<file path="config.mk">
export PLATFORM = sky130hd
export DESIGN_NAME = ram_loader
export DESIGN_NICKNAME = d
export VERILOG_FILES = /design/src/rtl/hack_pkg.sv /design/src/rtl/byte_packer.sv /design/src/rtl/ram_loader.sv
export SDC_FILE = /design/constraint.sdc
export NUM_CORES = 1
export LEC_CHECK = 0
export ABC_CLOCK_PERIOD_IN_PS = 2490
export CORE_ASPECT_RATIO = 1.75
export CORE_MARGIN = 4
export CORE_UTILIZATION = 35
export CTS_CLUSTER_SIZE = 25
export DETAILED_ROUTE_END_ITERATION = 10
export PLACE_DENSITY_LB_ADDON = 0.15
export SETUP_SLACK_MARGIN = 0.05
export SLEW_MARGIN = 30
export SYNTH_ARGS = -nofsm -noshare
export SYNTH_HDL_FRONTEND = slang
export SYNTH_SLANG_ARGS = --single-unit
</file>
<file path="constraint.sdc">
create_clock -name clock -period 2.49 [get_ports clock]
set_clock_uncertainty 0.05 [all_clocks]
set_input_delay 0.498 -clock clock [delete_from_list [all_inputs] [get_ports clock]]
set_output_delay 0.498 -clock clock [all_outputs]
set_load 0.05 [all_outputs]
</file>
<file path="src/rtl/hack_pkg.sv">
// Shared constants and loader state encoding for the Hack RAM boot loader.
package hack_pkg;

  localparam int WORD_W = 16;
  localparam int ADDR_W = 7;
  localparam int DEPTH  = 128;

  typedef enum logic [2:0] {
    ST_IDLE  = 3'd0,
    ST_LOW   = 3'd1,
    ST_HIGH  = 3'd2,
    ST_WRITE = 3'd3,
    ST_CHECK = 3'd4,
    ST_DONE  = 3'd5
  } ld_state_t;

endpackage

</file>
<file path="src/rtl/byte_packer.sv">
// Holds the low byte of a pair and registers the little-endian 16-bit word
// when the high byte arrives; the word is held until the next pair.
module byte_packer (
  input  logic        clock,
  input  logic        reset_n,
  input  logic [7:0]  byte_data,
  input  logic        low_we,
  input  logic        high_we,
  output logic [15:0] word
);

  logic [7:0]  low_q,  low_d;
  logic [15:0] word_q, word_d;

  always_comb begin
    low_d  = low_q;
    word_d = word_q;
    if (low_we)  low_d  = byte_data;
    if (high_we) word_d = {byte_data, low_q};
  end

  always_ff @(posedge clock or negedge reset_n) begin
    if (!reset_n) begin
      low_q  <= 8'd0;
      word_q <= 16'd0;
    end else begin
      low_q  <= low_d;
      word_q <= word_d;
    end
  end

  assign word = word_q;

endmodule

</file>
<file path="src/rtl/ram_loader.sv">
// Boot loader: packs a byte stream into words and writes them to consecutive
// RAM addresses. Define RAM_LOADER_CHECKSUM_EN for a trailing checksum byte.
//
// state | meaning
// IDLE  | waiting for start; CPU owns the RAM
// LOW   | waiting for the low byte of the next word
// HIGH  | waiting for the high byte of the next word
// WRITE | one-cycle RAM write of the assembled word
// CHECK | waiting for the checksum byte (checksum build only)
// DONE  | one-cycle completion pulse
module ram_loader #(
  parameter int WORD_W = hack_pkg::WORD_W,
  parameter int ADDR_W = hack_pkg::ADDR_W,
  parameter int DEPTH  = hack_pkg::DEPTH
) (
  input  logic              clock,
  input  logic              reset_n,
  input  logic              start,
  input  logic [7:0]        len,
  input  logic [7:0]        byte_data,
  input  logic              byte_valid,
  output logic              byte_ready,
  output logic [WORD_W-1:0] ram_in,
  output logic [ADDR_W-1:0] ram_add,
  output logic              write,
  output logic              busy,
  output logic              cpu_hold,
  output logic              done,
  output logic              err
);

  import hack_pkg::*;

  localparam logic [7:0]        DEPTH_B   = 8'(DEPTH);
  localparam logic [ADDR_W-1:0] LAST_FULL = ADDR_W'(DEPTH - 1);

  ld_state_t         state_q, state_d;
  logic [ADDR_W-1:0] ptr_q, ptr_d;
  logic [ADDR_W-1:0] last_q, last_d;
  logic [ADDR_W-1:0] add_q, add_d;
  logic [7:0]        len_m1;
  logic              accept;
  logic              low_we, high_we;

`ifdef RAM_LOADER_CHECKSUM_EN
  logic [7:0] sum_q, sum_d;
  logic [7:0] chk_total;
  logic       err_q, err_d;
`endif

  assign len_m1 = len - 8'd1;
  assign accept = byte_valid & byte_ready;

  always_comb begin
    state_d = state_q;
    ptr_d   = ptr_q;
    last_d  = last_q;
    add_d   = add_q;
    low_we  = 1'b0;
    high_we = 1'b0;
`ifdef RAM_LOADER_CHECKSUM_EN
    sum_d     = sum_q;
    err_d     = err_q;
    chk_total = sum_q + byte_data;
`endif
    case (state_q)
      ST_IDLE: begin
        if (start) begin
          state_d = ST_LOW;
          ptr_d   = '0;
          // 0 and anything beyond the RAM size both mean "fill the whole RAM"
          last_d  = (len == 8'd0 || len > DEPTH_B) ? LAST_FULL : len_m1[ADDR_W-1:0];
`ifdef RAM_LOADER_CHECKSUM_EN
          sum_d   = 8'd0;
          err_d   = 1'b0;
`endif
        end
      end
      ST_LOW: begin
        if (accept) begin
          low_we  = 1'b1;
          state_d = ST_HIGH;
`ifdef RAM_LOADER_CHECKSUM_EN
          sum_d   = chk_total;
`endif
        end
      end
      ST_HIGH: begin
        if (accept) begin
          high_we = 1'b1;
          add_d   = ptr_q;
          state_d = ST_WRITE;
`ifdef RAM_LOADER_CHECKSUM_EN
          sum_d   = chk_total;
`endif
        end
      end
      ST_WRITE: begin
        if (ptr_q == last_q) begin
`ifdef RAM_LOADER_CHECKSUM_EN
          state_d = ST_CHECK;
`else
          state_d = ST_DONE;
`endif
        end else begin
          ptr_d   = ptr_q + ADDR_W'(1);
          state_d = ST_LOW;
        end
      end
`ifdef RAM_LOADER_CHECKSUM_EN
      ST_CHECK: begin
        if (accept) begin
          err_d   = (chk_total != 8'd0);
          state_d = ST_DONE;
        end
      end
`endif
      ST_DONE: state_d = ST_IDLE;
      default: state_d = ST_IDLE;
    endcase
  end

  always_ff @(posedge clock or negedge reset_n) begin
    if (!reset_n) begin
      state_q <= ST_IDLE;
      ptr_q   <= '0;
      last_q  <= '0;
      add_q   <= '0;
    end else begin
      state_q <= state_d;
      ptr_q   <= ptr_d;
      last_q  <= last_d;
      add_q   <= add_d;
    end
  end

`ifdef RAM_LOADER_CHECKSUM_EN
  always_ff @(posedge clock or negedge reset_n) begin
    if (!reset_n) begin
      sum_q <= 8'd0;
      err_q <= 1'b0;
    end else begin
      sum_q <= sum_d;
      err_q <= err_d;
    end
  end

  assign err = err_q;
`else
  assign err = 1'b0;
`endif

  byte_packer u_packer (
    .clock     (clock),
    .reset_n   (reset_n),
    .byte_data (byte_data),
    .low_we    (low_we),
    .high_we   (high_we),
    .word      (ram_in)
  );

  assign ram_add    = add_q;
  assign write      = (state_q == ST_WRITE);
  assign byte_ready = (state_q == ST_LOW) || (state_q == ST_HIGH) || (state_q == ST_CHECK);
  assign busy       = (state_q != ST_IDLE);
  assign cpu_hold   = busy;
  assign done       = (state_q == ST_DONE);

endmodule

</file>
==> flow_summary.toml, run 1 <==
[yosys]
ys_ff_latch = 48
ys_async_sr_fraction = 1.000
synth_area_leader_cell = "dfrtp_1"
synthAdderAreaFrac = 0.01714
ys_seq_area_frac = 0.5486
synth-edff-count = 0
synth_compound_area_frac = 0.05886
synth.top_cell.area_share = 0.5486
synth_top_family_by_area = "multiplexers"
synth.yosys.warnings = 0
syn_nets = 200
synth.top_cells.by_area = "dfrtp_1 (55%), mux2_2 (16%), xnor2_1 (2.8%), xor2_1 (2.8%), nor2_1 (2.4%)"
synth_cell_types = 34
postSynthAreaPerCell_um2 = 12.37
syn_inst = 177
synth.cell_area_mm2 = 0.002190
yosys.area_share.simple = 0.1251
synth_xor_area_frac = 0.05600
synthMuxAreaShare = 0.1646
ys.flop_type = "dfrtp_1"

[die]
ioPinCount = 49
dieArea_mm2 = 0.007636
die_h_um = 112.6
num_rows = 37
core_mm2 = 0.005972
die_x_um = 67.79
start_util = 0.3666

[critical_path]
timing.setup.critical_path_class = "flop to primary output"
critPathLaunchType = "flop"
rr_endpoint = "ptr_q[0]$_DFFE_PN0P_"
max_stage_delay_ns = 0.79
cp_data_arrival_time_ns = 1.79
end_kind = "primary output"
required_ns = 1.94
slowest_stage = "clkdlybuf4s50_1"
cp_max_fo = 9
path_cells = "and3b_1 > clkdlybuf4s50_1"
ff2ff_path_depth = 5
ff2ff_setup_slack_ns = 0.34
timing.rr.start = "ptr_q[5]$_DFFE_PN0P_"

[worst_hold_path]
min_path_type = "primary input to asynchronous set/reset pin"

[placed_design]
dpl-instance-area_mm2 = 0.002769
gp_congestion = 0.7533
post-dp-hpwl_um = 3313
portBuffers = 47
dpl_worst_slack_ns = 0.1779

[outcome]
outcome = "completed"

[clocking]
cts-htree-levels = 2
hold_buffers = 0
root_buffer = "clkbuf_8"
clkTransAtPathRegs_ns = 0.09
clock_sinks = 48
cts_made_buffers = 5
cts_tree = "yes"
cts_buffer_depth = 2
clk_latency_ns = 0.29

[routing]
vias = 1493
drc = 0
drt-vias-per-instance = 4.832
antenna_left = 0
totalWireLength_um = 4260
wl_per_cell_um = 13.79
dr.pass1.iters = 2
drt_iter0_drc = 48

[pwr]
pwr-share-clk = 0.175
powerDensity_mw_per_mm2 = 1288
power_mw = 3.731
combPwrFrac = 0.484
seqPwrFrac = 0.341
power_switching_share = 0.4122
internal_power_mw = 2.193
irDropWorstVdd_mv = 0.5115
leakage_nw = 1.245
p_switching_mw = 1.538

[final_layout]
diodes = 0
finalInstanceArea_mm2 = 0.002897
fin_util = 0.4850
nets = 254
drive_above_1_share = 0.2727
syn2layout_area_growth_pct = 32.29

[grt]
grt.total_usage = 0.1236
grt_max_degree = 24
grt-ovfl-total = 0
grt_pass1_vias = 1539
grt_antenna_before_repair = 0
grt_pass1_wl_um = 7251

[sta]
tns_ns = 0
period_share = 0.9389
maxSlewViolCount = 0
rsz0062_at_grt = "false"
period_needed_ns = 2.338
hold_violations = 0
timing.final.ws_setup_ns = 0.1521
worst_pin_slew_ns = 0.5239
finalSetupViolCount = 0
slew_headroom = 0.6507
fmax_mhz = 427.7

[run]
drv_cap = 0
-- cells in the final DEF (no fill, tap or decap), types with 2 or more instances in the layout --
cell	n
inv_1	4
clkdlybuf4s50_1	42
xor2_1	7
nor3_1	2
buf_4	9
nand3_1	2
nand2_1	9
mux2_2	32
a21oi_1	8
or3_1	2
a221o_2	3
nor3b_1	2
nand2b_1	2
and3_2	2
and3_1	2
a211o_1	2
ha_1	3
clkbuf_8	5
xnor2_1	7
nor2_1	14
dfrtp_1	48
nand3b_1	2
bufinv_16	2
or2_2	3
o21ai_0	3
-- flip-flops by register name (all words and copies together), names as in the netlist --
signal	flops
ram_add	7
state_q	3
u_packer.word	16
ptr_q	7
u_packer.low_q	8
last_q	7
-- worst max-delay path by stage --
stage | start | endpoint | slack [ns] | depth (start not counted)
after floorplan | state_q[0]$_DFFE_PN0P_ | byte_ready | 0.25 | 3
after global placement | len[2] | last_q[0]$_DFFE_PN0P_ | 0.23 | 7
after detailed placement | len[2] | last_q[0]$_DFFE_PN0P_ | 0.18 | 7
after CTS | state_q[2]$_DFFE_PN0P_ | done | 0.14 | 2
after global routing | state_q[0]$_DFFE_PN0P_ | done | 0.06 | 2
final | state_q[2]$_DFFE_PN0P_ | done | 0.15 | 2
-- cell usage after synthesis, types with 3 or more instances --
library cell / n
a21oi_1: 8
a221o_2: 3
buf_2: 4
dfrtp_1: 48
ha_1: 3
inv_1: 4
mux2_2: 32
nand2_1: 9
nor2_1: 14
nor3_1: 3
o21ai_0: 3
or2_2: 3
xnor2_1: 7
xor2_1: 7
-- layout make-up --
type	instances	area, um2
Fill cell	555	3075
Multi-Input combinational cell	118	932.1
Clock buffer	5	68.82
Sequential cell	48	1201
Clock inverter	2	60.06
Timing Repair Buffer	54	521.8
Tap cell	78	97.59
Inverter	4	15.01
-- cells by family after synthesis --
logic type / Yosys count
compound gates: 18
xor+xnor: 14
fa+ha+maj: 3
buf+inv: 11
flops: 48
mux: 32
other cells: 1
simple gates: 50
-- worst max-delay path, delay by kind of cell, from the launching register on --
family                 cells  cell delay (ns)
AND/OR/NAND/NOR            1             0.19
buffers and inverters      1             0.79
flip-flops                 1             0.51
-- routing by layer --
layer | track usage | part of all wire | vias up
met5 | 0 | 0 | -
met4 | 0.04382 | 0.014 | 0
met3 | 0.02503 | 0.050 | 5
met2 | 0.2297 | 0.56 | 36
met1 | 0.1315 | 0.38 | 733
li1 | - | - | 719
-- stage by stage --
stage          hold WS (ns)  std cells
2_1_floorplan        0.1524        177
3_3_place_gp         0.4274        302
3_5_place_dp         0.4160        302
4_1_cts             0.08532        309
5_1_grt             0.09950        309
6_report            0.08093        309
-- repair_timing --
action,CTS,global route
gates resized for setup,1,0
endpoints found under the setup margin,1,0
setup buffers,0,0
-- power groups by stage --
stage	Combinational (mW)	Sequential, mW	Clock (mW)
floorplan	0.767	1.78	0
global placement	1.82	1.29	0
detailed placement	1.84	1.30	0
global route	1.92	1.32	0.708
CTS	1.84	1.28	0.670
finish	1.80	1.27	0.653
(Power assumes the default switching activity.)
==> run 2, diff against run 1 <==
--- a/config.mk
+++ b/config.mk
@@ -7,7 +7,6 @@
 export LEC_CHECK = 0
 export ABC_CLOCK_PERIOD_IN_PS = 2490
 export CORE_ASPECT_RATIO = 1.75
-export CORE_MARGIN = 4
 export CORE_UTILIZATION = 35
 export CTS_CLUSTER_SIZE = 25
 export DETAILED_ROUTE_END_ITERATION = 10
==> run 2 against run 1 <==
Against the previous run: final cell count did not move; global-route usage is 1.6 points higher; power down 0.20%; critical endpoint unchanged; largest power group unchanged.
==> flow_summary.toml, run 2 (synthesis results as in run 1) <==
[outcome]
outcome = "completed"

[routing]
vias = 1489
drt-vias-per-instance = 4.819
antenna_left = 0
drt_iter0_drc = 17
totalWireLength_um = 4134
wl_per_cell_um = 13.38
drc = 0
dr.pass1.iters = 3

[final_layout]
mostFrequentLayoutCells = "dfrtp_1 (48), clkdlybuf4s50_1 (42), mux2_2 (32), nor2_1 (14)"
largest_register_ffs = 16
fin_util = 0.4850
layout_commonest_cell = "dfrtp_1"
fillCellCount = 567
diodes = 0
layoutNonFillerInstCount = 309
nets = 254
syn2layout_area_growth_pct = 32.29
drive_above_1_share = 0.2727

[sta]
finalSetupViolCount = 0
fmax_mhz = 425.9
timing.final.ws_setup_ns = 0.1420
worst_pin_slew_ns = 0.5359
maxSlewViolCount = 0
rsz0062_at_grt = "false"
period_needed_ns = 2.348
period_share = 0.9430
hold_violations = 0
tns_ns = 0
slew_headroom = 0.6427

[critical_path]
path_depth = 2
cp_data_arrival_time_ns = 1.80
path_buf_inv = 1
ff2ff_path_depth = 5
path_cells = "and3b_1 > clkdlybuf4s50_1"
cp_max_fo = 9
max_stage_delay_ns = 0.79
slowest_stage = "clkdlybuf4s50_1"
required_ns = 1.94
critPathLaunchType = "flop"
end_kind = "primary output"
timing.setup.critical_path_class = "flop to primary output"
cp_top_family = "buffers and inverters"

[clocking]
cts_tree = "yes"
cts-htree-levels = 2
cts_made_buffers = 5
hold_buffers = 0
clkTransAtPathRegs_ns = 0.08
clk_latency_ns = 0.30
root_buffer = "clkbuf_8"
cts_buffer_depth = 2
clock_sinks = 48

[pwr]
power_mw = 3.723
leakage_nw = 1.245
irDropWorstVdd_mv = 0.5026
powerDensity_mw_per_mm2 = 1285

[worst_hold_path]
min_path_type = "primary input to asynchronous set/reset pin"

[grt]
grt_pass1_wl_um = 6817
grt-ovfl-total = 0
grt_pass1_vias = 1517
grt_max_degree = 24
grt_antenna_before_repair = 0
grt.total_usage = 0.1392

[placed_design]
portBuffers = 47
post-dp-hpwl_um = 3153
placedCellCount = 302
dpl_worst_slack_ns = 0.1902
gp_congestion = 0.7249

[die]
start_util = 0.3666
die_x_um = 61.79
ioPinCount = 49
core_mm2 = 0.005972
die_h_um = 106.6
num_rows = 37
dieArea_mm2 = 0.006589

[run]
drv_cap = 0
[run 2: power by group]
| part | switching (mW) | internal (mW) |
|---|---|---|
| Sequential | 0.192 | 1.08 |
| Clock | 0.248 | 0.395 |
| Combinational | 1.09 | 0.716 |
[run 2: metrics by stage]
step / area, um2 / hold slack (ns)
detailed placement: 2769 / 0.4401
floorplan: 2190 / 0.1524
finish: 2897 / 0.1099
global route: 2897 / 0.1473
global placement: 2769 / 0.4338
CTS: 2897 / 0.1359
[run 2: repair_timing]
action,4_1_cts,5_1_grt
resized for setup,1,0
buffers inserted,0,0
endpoints found under the setup margin,1,0
endpoints found under the hold margin,0,0
[run 2: cell type report]
type / count / area (um2) / share of cell area
well taps: 78 / 97.59 / 0.03369
inverters: 4 / 15.01 / 0.005184
clock buffers: 5 / 68.82 / 0.02376
multi-input cells: 118 / 932.1 / 0.3218
clock inverters: 2 / 60.06 / 0.02073
repair buffers: 54 / 521.8 / 0.1801
flip-flops and latches: 48 / 1201 / 0.4147
[run 2: worst paths after layout]
path                                                from                       endpoint  slack [ns]
setup / recovery                  state_q[0]$_DFFE_PN0P_                           done        0.14
hold reg to reg            u_packer.low_q[0]$_DFFE_PN0P_   u_packer.word[0]$_DFFE_PN0P_        0.45
min in group clock         u_packer.low_q[0]$_DFFE_PN0P_   u_packer.word[0]$_DFFE_PN0P_        0.45
max in group asynchronous                        reset_n           ptr_q[6]$_DFFE_PN0P_        1.67
hold / removal                                   reset_n  u_packer.word[14]$_DFFE_PN0P_        0.11
setup reg to reg                  state_q[0]$_DFFE_PN0P_           ptr_q[5]$_DFFE_PN0P_        0.32
[run 2: per-layer routing]
metal | up-vias | GRT usage | wire [um]
li1 | 718 | - | -
met1 | 729 | 0.1445 | 1623
met2 | 36 | 0.2542 | 2311
met3 | 6 | 0.03016 | 123
met4 | 0 | 0.05714 | 76
met5 | - | 0 | 0
==> run 3, diff against run 2 <==
--- a/config.mk
+++ b/config.mk
@@ -11,6 +11,7 @@
 export CTS_CLUSTER_SIZE = 25
 export DETAILED_ROUTE_END_ITERATION = 10
 export PLACE_DENSITY_LB_ADDON = 0.15
+export REMOVE_ABC_BUFFERS = 1
 export SETUP_SLACK_MARGIN = 0.05
 export SLEW_MARGIN = 30
 export SYNTH_ARGS = -nofsm -noshare
==> constraint.sdc (replaced) <==
create_clock -name clock -period 2.49 [get_ports clock]
set_clock_uncertainty 0.05 [all_clocks]
set_input_delay 0.498 -clock clock [delete_from_list [all_inputs] [get_ports clock]]
set_output_delay 0.498 -clock clock [all_outputs]
set_load 0.005 [all_outputs]
==> run 3 against run 2 <==
Against the previous run: die area stayed put; power fell by 18%; first-iteration DRC count shrank 47%; wire length decreased by 4.0%; largest cell class unchanged.
==> flow_summary.toml, run 3 (synthesis results as in run 1) <==
[outcome]
outcome = "completed"

[grt]
grt_max_degree = 25
grt-ovfl-total = 0
grt.total_usage = 0.1379
grt_pass1_wl_um = 6741
grt_antenna_before_repair = 0
grt_pass1_vias = 1526

[sta]
timing.final.ws_setup_ns = 0.1746
fmax_mhz = 431.9
maxSlewViolCount = 0
period_needed_ns = 2.315
tns_ns = 0
period_share = 0.9299
finalSetupViolCount = 0
hold_violations = 0
rsz0062_at_grt = "false"
slew_headroom = 0.6387
whs_ns = 0.1150
worst_pin_slew_ns = 0.5419

[critical_path]
end_kind = "primary output"
timing.setup.critical_path_class = "flop to primary output"
cp_max_fo = 9
path_cells = "or3_1 > clkdlybuf4s50_1"
ff2ff_path_depth = 5
max_stage_delay_ns = 0.52
path_depth = 2
cp_top_family = "simple AND/OR/NAND/NOR gates"
required_ns = 1.94
critPathLaunchType = "flop"
slowest_stage = "or3_1"
cp_data_arrival_time_ns = 1.77
path_buf_inv = 1

[clocking]
postCtsSetupRepairBufs = 0
cts_tree = "yes"
root_buffer = "clkbuf_8"
cts_made_buffers = 5
clkTransAtPathRegs_ns = 0.08
clk_latency_ns = 0.29
hold_buffers = 0
cts-resized-gates = 0
clock_sinks = 48
cts-htree-levels = 2
cts_buffer_depth = 2

[worst_hold_path]
min_path_type = "primary input to asynchronous set/reset pin"

[routing]
drt-vias-per-instance = 4.782
vias = 1473
totalWireLength_um = 3967
dr.pass1.iters = 3
antenna_left = 0
drc = 0
wl_per_cell_um = 12.88
drt_iter0_drc = 9

[run]
drv_cap = 0

[die]
ioPinCount = 49
die_h_um = 106.6
core_mm2 = 0.005972
num_rows = 37
start_util = 0.3666
dieArea_mm2 = 0.006589
die_x_um = 61.79

[final_layout]
drive_above_1_share = 0.2565
mostFrequentLayoutCells = "dfrtp_1 (48), clkdlybuf4s50_1 (46), mux2_2 (32), nor2_1 (14), nand2_1 (9)"
syn2layout_area_growth_pct = 32.34
largest_register_ffs = 16
layout_commonest_cell = "dfrtp_1"
multi_input_area_um2 = 932.1
fillCellCount = 545
final-seq-area_mm2 = 0.001201
layoutNonFillerInstCount = 308
nets = 253
diodes = 0

[pwr]
leakage_nw = 1.237
powerDensity_mw_per_mm2 = 1049
irDropWorstVdd_mv = 0.4046

[placed_design]
post-dp-hpwl_um = 3010
gp_congestion = 0.7473
portBuffers = 47
dpl_worst_slack_ns = 0.2634
placedCellCount = 301
-- run 3: area by class of cell --
type                    instances  area share
flip-flops and latches         48      0.4145
well taps                      78     0.03368
repair buffers                 53      0.1805
clock buffers                   5     0.02375
multi-input cells             118      0.3217
clock inverters                 2     0.02073
inverters                       4    0.005181
-- run 3: where the power goes --
part	switching (mW)	leakage [nW]	internal [mW]
logic	0.408	0.587	0.720
registers	0.195	0.586	1.08
clock network	0.240	0.0642	0.395
-- run 3: per-stage QoR --
stage               instance area (um2)    util  total power [mW]
global route                       2898  0.4852             3.262
finish                             2898  0.4852             3.040
detailed placement                 2769  0.4637             2.446
global placement                   2769  0.4637             2.420
floorplan                          2143       -             1.850
CTS                                2898  0.4852             3.098
-- run 3: metal layers --
| metal | share of wire | wire, um | global-route usage | vias to the layer above |
|---|---|---|---|---|
| li1 | - | - | - | 716 |
| met1 | 0.39 | 1546 | 0.1380 | 717 |
| met2 | 0.56 | 2221 | 0.2573 | 35 |
| met3 | 0.031 | 124 | 0.03257 | 5 |
| met4 | 0.019 | 74 | 0.05238 | 0 |
| met5 | 0 | 0 | 0 | - |
-- run 3: path summary, 6_finish.rpt --
path                                                from                           end  slack (ns)
setup reg to reg                    ptr_q[5]$_DFFE_PN0P_          ptr_q[2]$_DFFE_PN0P_        0.30
setup / recovery                  state_q[2]$_DFFE_PN0P_                      cpu_hold        0.17
hold reg to reg            u_packer.low_q[6]$_DFFE_PN0P_  u_packer.word[6]$_DFFE_PN0P_        0.45
hold / removal                                   reset_n  u_packer.word[2]$_DFFE_PN0P_        0.11
max in group asynchronous                        reset_n        ram_add[6]$_DFFE_PN0P_        1.69
min in group clock         u_packer.low_q[6]$_DFFE_PN0P_  u_packer.word[6]$_DFFE_PN0P_        0.45
